$ cat src/rtl/muldiv_pkg.sv
// Shared definitions for the iterative RV32M multiply/divide unit:
// M-extension op encodings (func3), the func7 value and the FSM states.
package muldiv_pkg;

  localparam logic [6:0] FUNC7_MULDIV = 7'b0000001;

  typedef enum logic [2:0] {
    OP_MUL    = 3'b000,
    OP_MULH   = 3'b001,
    OP_MULHSU = 3'b010,
    OP_MULHU  = 3'b011,
    OP_DIV    = 3'b100,
    OP_DIVU   = 3'b101,
    OP_REM    = 3'b110,
    OP_REMU   = 3'b111
  } op_e;

  typedef enum logic [1:0] {
    ST_IDLE = 2'b00,
    ST_MUL  = 2'b01,
    ST_DIV  = 2'b10,
    ST_DONE = 2'b11
  } state_e;

  // MUL treats both operands as signed; its low half is sign-agnostic anyway.
  function automatic logic signed_a(input op_e op);
    return (op == OP_MUL) || (op == OP_MULH) || (op == OP_MULHSU) ||
           (op == OP_DIV) || (op == OP_REM);
  endfunction

  function automatic logic signed_b(input op_e op);
    return (op == OP_MUL) || (op == OP_MULH) || (op == OP_DIV) || (op == OP_REM);
  endfunction

endpackage

$ cat src/rtl/muldiv_datapath.sv
// Datapath: operand sign conversion, one shared adder/subtractor, product /
// remainder shift registers and the final sign fix into the result register.
module muldiv_datapath
  import muldiv_pkg::*;
#(
  parameter int XLEN = 32
) (
  input  logic            clk,
  input  logic            rst,
  input  logic            load,
  input  logic            step,
  input  logic            finish,
  input  logic            fast,
  input  logic [2:0]      func3,
  input  logic [XLEN-1:0] op_a,
  input  logic [XLEN-1:0] op_b,
  input  logic [XLEN-1:0] fast_value,
  output logic [XLEN-1:0] result
);

  op_e               op_reg;
  logic              neg_a_reg, neg_b_reg;
  logic [XLEN-1:0]   addend_reg, acc_reg, low_reg, result_reg;
  logic [XLEN-1:0]   acc_next, low_next, result_next;
  logic              sa, sb, is_div, carry;
  logic [XLEN-1:0]   mag_a, mag_b;
  logic [XLEN:0]     add_a, add_b;
  logic [XLEN+1:0]   sum;
  logic [2*XLEN-1:0] prod, prod_fix;
  logic [XLEN-1:0]   quot_fix, rem_fix;

  always_comb begin
    sa    = op_a[XLEN-1] & signed_a(op_e'(func3));
    sb    = op_b[XLEN-1] & signed_b(op_e'(func3));
    mag_a = sa ? -op_a : op_a;
    mag_b = sb ? -op_b : op_b;
  end

  // Multiply adds the held multiplicand into the high half; divide subtracts
  // the divisor from the shifted partial remainder (carry-out = no borrow).
  always_comb begin
    is_div = op_reg[2];
    if (is_div) begin
      add_a = {acc_reg, low_reg[XLEN-1]};
      add_b = ~{1'b0, addend_reg};
    end else begin
      add_a = {1'b0, acc_reg};
      add_b = low_reg[0] ? {1'b0, addend_reg} : '0;
    end
    sum   = {1'b0, add_a} + {1'b0, add_b} + {{(XLEN+1){1'b0}}, is_div};
    carry = sum[XLEN+1];
    if (is_div) begin
      acc_next = carry ? sum[XLEN-1:0] : add_a[XLEN-1:0];
      low_next = {low_reg[XLEN-2:0], carry};
    end else begin
      acc_next = sum[XLEN:1];
      low_next = {sum[0], low_reg[XLEN-1:1]};
    end
  end

  // Sign fix works on the post-step values so it lands on the edge into DONE.
  always_comb begin
    prod     = {acc_next, low_next};
    prod_fix = (neg_a_reg ^ neg_b_reg) ? -prod : prod;
    quot_fix = (neg_a_reg ^ neg_b_reg) ? -low_next : low_next;
    rem_fix  = neg_a_reg ? -acc_next : acc_next;
    result_next = result_reg;
    if (fast) begin
      result_next = fast_value;
    end else if (finish) begin
      case (op_reg)
        OP_MUL:                       result_next = prod_fix[XLEN-1:0];
        OP_MULH, OP_MULHSU, OP_MULHU: result_next = prod_fix[2*XLEN-1:XLEN];
        OP_DIV, OP_DIVU:              result_next = quot_fix;
        default:                      result_next = rem_fix;
      endcase
    end
  end

  always_ff @(posedge clk) begin
    if (rst) begin
      op_reg     <= OP_MUL;
      neg_a_reg  <= 1'b0;
      neg_b_reg  <= 1'b0;
      addend_reg <= '0;
      acc_reg    <= '0;
      low_reg    <= '0;
      result_reg <= '0;
    end else begin
      if (load) begin
        op_reg    <= op_e'(func3);
        neg_a_reg <= sa;
        neg_b_reg <= sb;
        acc_reg   <= '0;
        if (func3[2]) begin
          addend_reg <= mag_b;
          low_reg    <= mag_a;
        end else begin
          addend_reg <= mag_a;
          low_reg    <= mag_b;
        end
      end else if (step) begin
        acc_reg <= acc_next;
        low_reg <= low_next;
      end
      result_reg <= result_next;
    end
  end

  assign result = result_reg;

endmodule

$ cat src/rtl/muldiv_unit.sv
// Iterative RV32M multiply/divide unit: FSM, iteration counter, start/done
// handshake and the divide-by-zero / signed-overflow fast path.
module muldiv_unit
  import muldiv_pkg::*;
#(
  parameter int XLEN = 32
) (
  input  logic            clk,
  input  logic            rst,
  input  logic            start,
  input  logic [2:0]      func3,
  input  logic [XLEN-1:0] op_a,
  input  logic [XLEN-1:0] op_b,
  input  logic            flush,
  output logic            busy,
  output logic            done,
  output logic [XLEN-1:0] result
);

  localparam int CNT_W = $clog2(XLEN + 1);

  state_e           state_reg, state_next;
  logic [CNT_W-1:0] cnt_reg;
  logic             accept, div_zero, overflow, fast_path, step, finish;
  logic [XLEN-1:0]  fast_value;

  assign busy   = (state_reg == ST_MUL) || (state_reg == ST_DIV);
  assign done   = (state_reg == ST_DONE);
  assign accept = start && !busy && !flush;
  assign step   = busy && !flush;
  assign finish = step && (cnt_reg == '0);

  // Divide corner cases resolve at accept and never enter the iteration.
  always_comb begin
    div_zero   = (op_b == '0);
    overflow   = !func3[0] && (op_a == {1'b1, {(XLEN-1){1'b0}}}) && (op_b == '1);
    fast_path  = func3[2] && (div_zero || overflow);
    fast_value = '0;
    if (div_zero) begin
      fast_value = func3[1] ? op_a : '1;
    end else if (overflow) begin
      fast_value = func3[1] ? '0 : op_a;
    end
  end

  always_comb begin
    state_next = state_reg;
    if (flush) begin
      state_next = ST_IDLE;
    end else begin
      case (state_reg)
        ST_IDLE, ST_DONE: begin
          if (start) begin
            state_next = fast_path ? ST_DONE : (func3[2] ? ST_DIV : ST_MUL);
          end else begin
            state_next = ST_IDLE;
          end
        end
        ST_MUL, ST_DIV: begin
          if (cnt_reg == '0) begin
            state_next = ST_DONE;
          end
        end
        default: state_next = ST_IDLE;
      endcase
    end
  end

  always_ff @(posedge clk) begin
    if (rst) begin
      state_reg <= ST_IDLE;
      cnt_reg   <= '0;
    end else begin
      state_reg <= state_next;
      if (accept && !fast_path) begin
        cnt_reg <= CNT_W'(XLEN - 1);
      end else if (step && (cnt_reg != '0)) begin
        cnt_reg <= cnt_reg - CNT_W'(1);
      end
    end
  end

  muldiv_datapath #(
    .XLEN(XLEN)
  ) u_datapath (
    .clk       (clk),
    .rst       (rst),
    .load      (accept && !fast_path),
    .step      (step),
    .finish    (finish),
    .fast      (accept && fast_path),
    .func3     (func3),
    .op_a      (op_a),
    .op_b      (op_b),
    .fast_value(fast_value),
    .result    (result)
  );

endmodule
$ cat config.mk
export PLATFORM = sky130hd
export DESIGN_NAME = muldiv_unit
export DESIGN_NICKNAME = d
export VERILOG_FILES = /design/src/rtl/muldiv_pkg.sv /design/src/rtl/muldiv_datapath.sv /design/src/rtl/muldiv_unit.sv
export SDC_FILE = /design/constraint.sdc
export NUM_CORES = 1
export LEC_CHECK = 0
export ABC_CLOCK_PERIOD_IN_PS = 16400
export BUFFER_PORTS_ARGS = -buffer_cell sky130_fd_sc_hd__buf_2
export CAP_MARGIN = 30
export CORE_UTILIZATION = 40
export DETAILED_ROUTE_END_ITERATION = 8
export PLACE_DENSITY_LB_ADDON = 0.1
export SLEW_MARGIN = 20
export SYNTH_ARGS = -nofsm -noshare
export SYNTH_HDL_FRONTEND = slang
export SYNTH_SLANG_ARGS = --single-unit
$ cat constraint.sdc
create_clock -name clk -period 16.4 [get_ports clk]
set_input_delay 3.28 -clock clk [delete_from_list [all_inputs] [get_ports clk]]
set_output_delay 3.28 -clock clk [all_outputs]
set_load 0.005 [all_outputs]
==> impl_metrics.toml <==
[global_routing]
use_met3 = 0.0513
grtUsageMet1 = 0.450
grt_max_degree = 90
overflow = 0
antenna_found_initial = 1
grt_pass1_vias = 14800
grt_busiest_layer = "met2"
grt_pass1_wl_mm = 95.3
grt_usage = 0.331
use_met2 = 0.531

[detailed_routing]
routed_wl_mm = 64.1
num_vias = 16500
drt_pass1_iterations = 9
postRouteAntennaNets = 0
drtIter0Drc = 1638
route.detailed.drc = 0
routed_via_density = 6.32
wl_per_cell_um = 24.6

[timing]
slew_viol_final = 0
final.setup.tns_ns = 0
setup_slack_ns = 8.85
fin_crit_ns = 7.55
fmax_ghz = 0.133
max_slew_margin = 0.336
clock_skew_ns = 0.00937
fin_crit_sh = 0.460
setup_violations = 0
worstMarginPinSlew_ns = 0.994
rsz0062_at_grt = "no"
hold_viol_final = 0
worst_hold_slack_ns = 0.459

[final_layout]
fin_cells = 2605
layout.nets = 2234
fin_area_um2 = 16300
fillCellCount = 3842
post_route_cells_drive_above_1_share = 0.122
post-route-util = 0.445
synthToLayoutAreaGrowth_pct = 8.93

[clock_tree]
cts_setup_buffers = 0
clk_latency_ns = 0.46
cts_tree = "done"
cts_resized = 0
hold_buffers = 0
numCtsBuffers = 17
root_buffer = "clkbuf_16"
clock_sinks = 141
h-tree-depth = 4
clock_path_buffers = 2
clk_pin_slew_worst_paths_ns = 0.07

[yosys]
yosysSeqAreaShare = 0.188
synth_nets = 2240
synth-main-ff-cell = "dfxtp_1"
synth_edf_count = 0
postSynthAreaPerCell_um2 = 7.04
synth_top_area_frac = 0.188
yosys_warnings = 0
synth_seq_cells = 141
yosys.area.top_type = "dfxtp_1"
synth.distinct_cells = 99
syn_inst = 2128
async_flop_share = 0
netlist_top_cells_area = "dfxtp_1 (19%), a21oi_1 (6.6%), nand2_1 (6.4%)"
synth.cell_area_um2 = 15000

[die]
die_w_um = 195
initial_core_util = 0.408
core_um2 = 36700
die_area_um2 = 38200
io_pins = 105
die-height_um = 195
rows = 70

[power]
intPower_uw = 771
switching_share = 0.422
p_total_mw = 1.34
p_leak_nw = 5.80
power_density_nw_per_um2 = 81.9
irDropWorstVdd_uv = 74.2
switchingPower_uw = 564
seq_power_share = 0.292
p_clk_frac = 0.304
combPwrFrac = 0.404

[critical_path]
cp-startpoint = "u_datapath.op_reg[2]$_SDFFE_PP0P_"
cp.arrival_ns = 7.92
critPathSlowestCell = "buf_4"
critPathLaunchType = "flop"
worst_ep_required_time_ns = 16.78
r2r-start = "u_datapath.op_reg[2]$_SDFFE_PP0P_"
crit_chain = "buf_4, buf_4, nand2_1, o21ai_0, inv_1, fa_1, nor2b_1, o2111a_1, o211ai_2, a31oi_4, nor2_2, buf_4, a311oi_1, ha_1, o211ai_1, a2111oi_1, a32oi_1, nand2b_1, or2_1, o31ai_1, xor2_1, o221ai_1, o211ai_1, a211oi_1"
cp-end-kind = "flop"
path_max_fanout = 87
critical_path.max_stage_delay_ns = 0.70
path_common_cell = "buf_4"
critPathKind = "reg2reg"

[place]
hpwlAfterDp_mm = 50.0
place_area_um2 = 15700
place_inst = 2567
gp_congestion = 0.934
portBuffers = 104
post-place-ws_ns = 9.01

[run]
drv_cap = 0

[status]
status = "complete, no violations"

[min_path]
min_from = "u_datapath.result[3]$_SDFFE_PP0P_"
min_path_type = "reg2reg"
## Yosys cell counts (all sizes together) (49+ instances only)
cell type    n
xnor2      102
xor2        71
nor2       232
a21oi      198
mux2i       54
dfxtp      141
o211ai      71
nand2      257
clkbuf     116
buf         49
nor3        68
o21ai      166
## critical path, delay by kind of cell, from the launching register on
kind	cells	cell delay, ns
flip-flops	1	0.45
AO/OA/AOI/OAI	12	3.33
XOR/XNOR	1	0.11
adder cells (fa/ha/maj)	2	0.83
buffers and inverters	4	1.70
AND/OR/NAND/NOR	5	0.99
## layout by cell type, fill, tap and decap left out, types with 33 or more instances in the layout
cell | Yosys | layout
dfxtp_1 | 141 | 140
ha_1 | 39 | 39
mux2i_1 | 54 | 54
nor2_1 | 231 | 230
nor3_1 | 67 | 66
xnor2_1 | 102 | 101
o211ai_1 | 70 | 70
a21oi_1 | 197 | 195
buf_2 | 31 | 105
nand2_1 | 255 | 254
xor2_1 | 71 | 70
nand4_1 | 33 | 33
o21ai_0 | 156 | 156
buf_4 | 7 | 33
inv_1 | 45 | 44
a211oi_1 | 47 | 47
nand3_1 | 39 | 39
## metal layers
metal  share of wire  routed length, um
met1            0.45              28500
met4           0.031               1960
met2            0.46              29200
met3           0.068               4350
met5               0                  0
## path summary, 6_finish.rpt
kind / endpoint / slack [ns] / cells after the start
max: u_datapath.result[20]$_SDFFE_PP0P_ / 8.85 / 24
min: u_datapath.result[3]$_SDFFE_PP0P_ / 0.46 / 2
max reg2reg: u_datapath.result[20]$_SDFFE_PP0P_ / 8.85 / 24
min reg2reg: u_datapath.result[3]$_SDFFE_PP0P_ / 0.46 / 2
## power by group through the flow
| stage | clock network [mW] | registers [mW] | logic, mW |
|---|---|---|---|
| finish | 0.406 | 0.390 | 0.540 |
| global route | 0.426 | 0.392 | 0.579 |
| CTS | 0.410 | 0.389 | 0.526 |
| detailed placement | 0 | 0.396 | 0.524 |
| global placement | 0 | 0.396 | 0.521 |
| floorplan | 0 | 0.385 | 0.364 |
## cells by family after synthesis
group / after synthesis / synth area share
buffers and inverters: 211 / 0.0582
AOI/OAI and AO/OA: 703 / 0.310
muxes: 79 / 0.0549
and+or+nand+nor: 761 / 0.239
xor gates and xnor gates: 173 / 0.101
adders and majority gates: 60 / 0.0480
DFF: 141 / 0.188
## final cells by class
cell class | instances | area, um2 | share of cell area
clock buffer | 18 | 429 | 0.0263
antenna | 2 | 5.00 | 0.000307
multi-input combinational | 1776 | 11300 | 0.694
clock inverter | 14 | 160 | 0.00982
tap | 468 | 586 | 0.0359
timing repair buffer | 140 | 806 | 0.0494
sequential | 141 | 2830 | 0.173
inverter | 46 | 173 | 0.0106
Power figures use the tool's default switching activity.
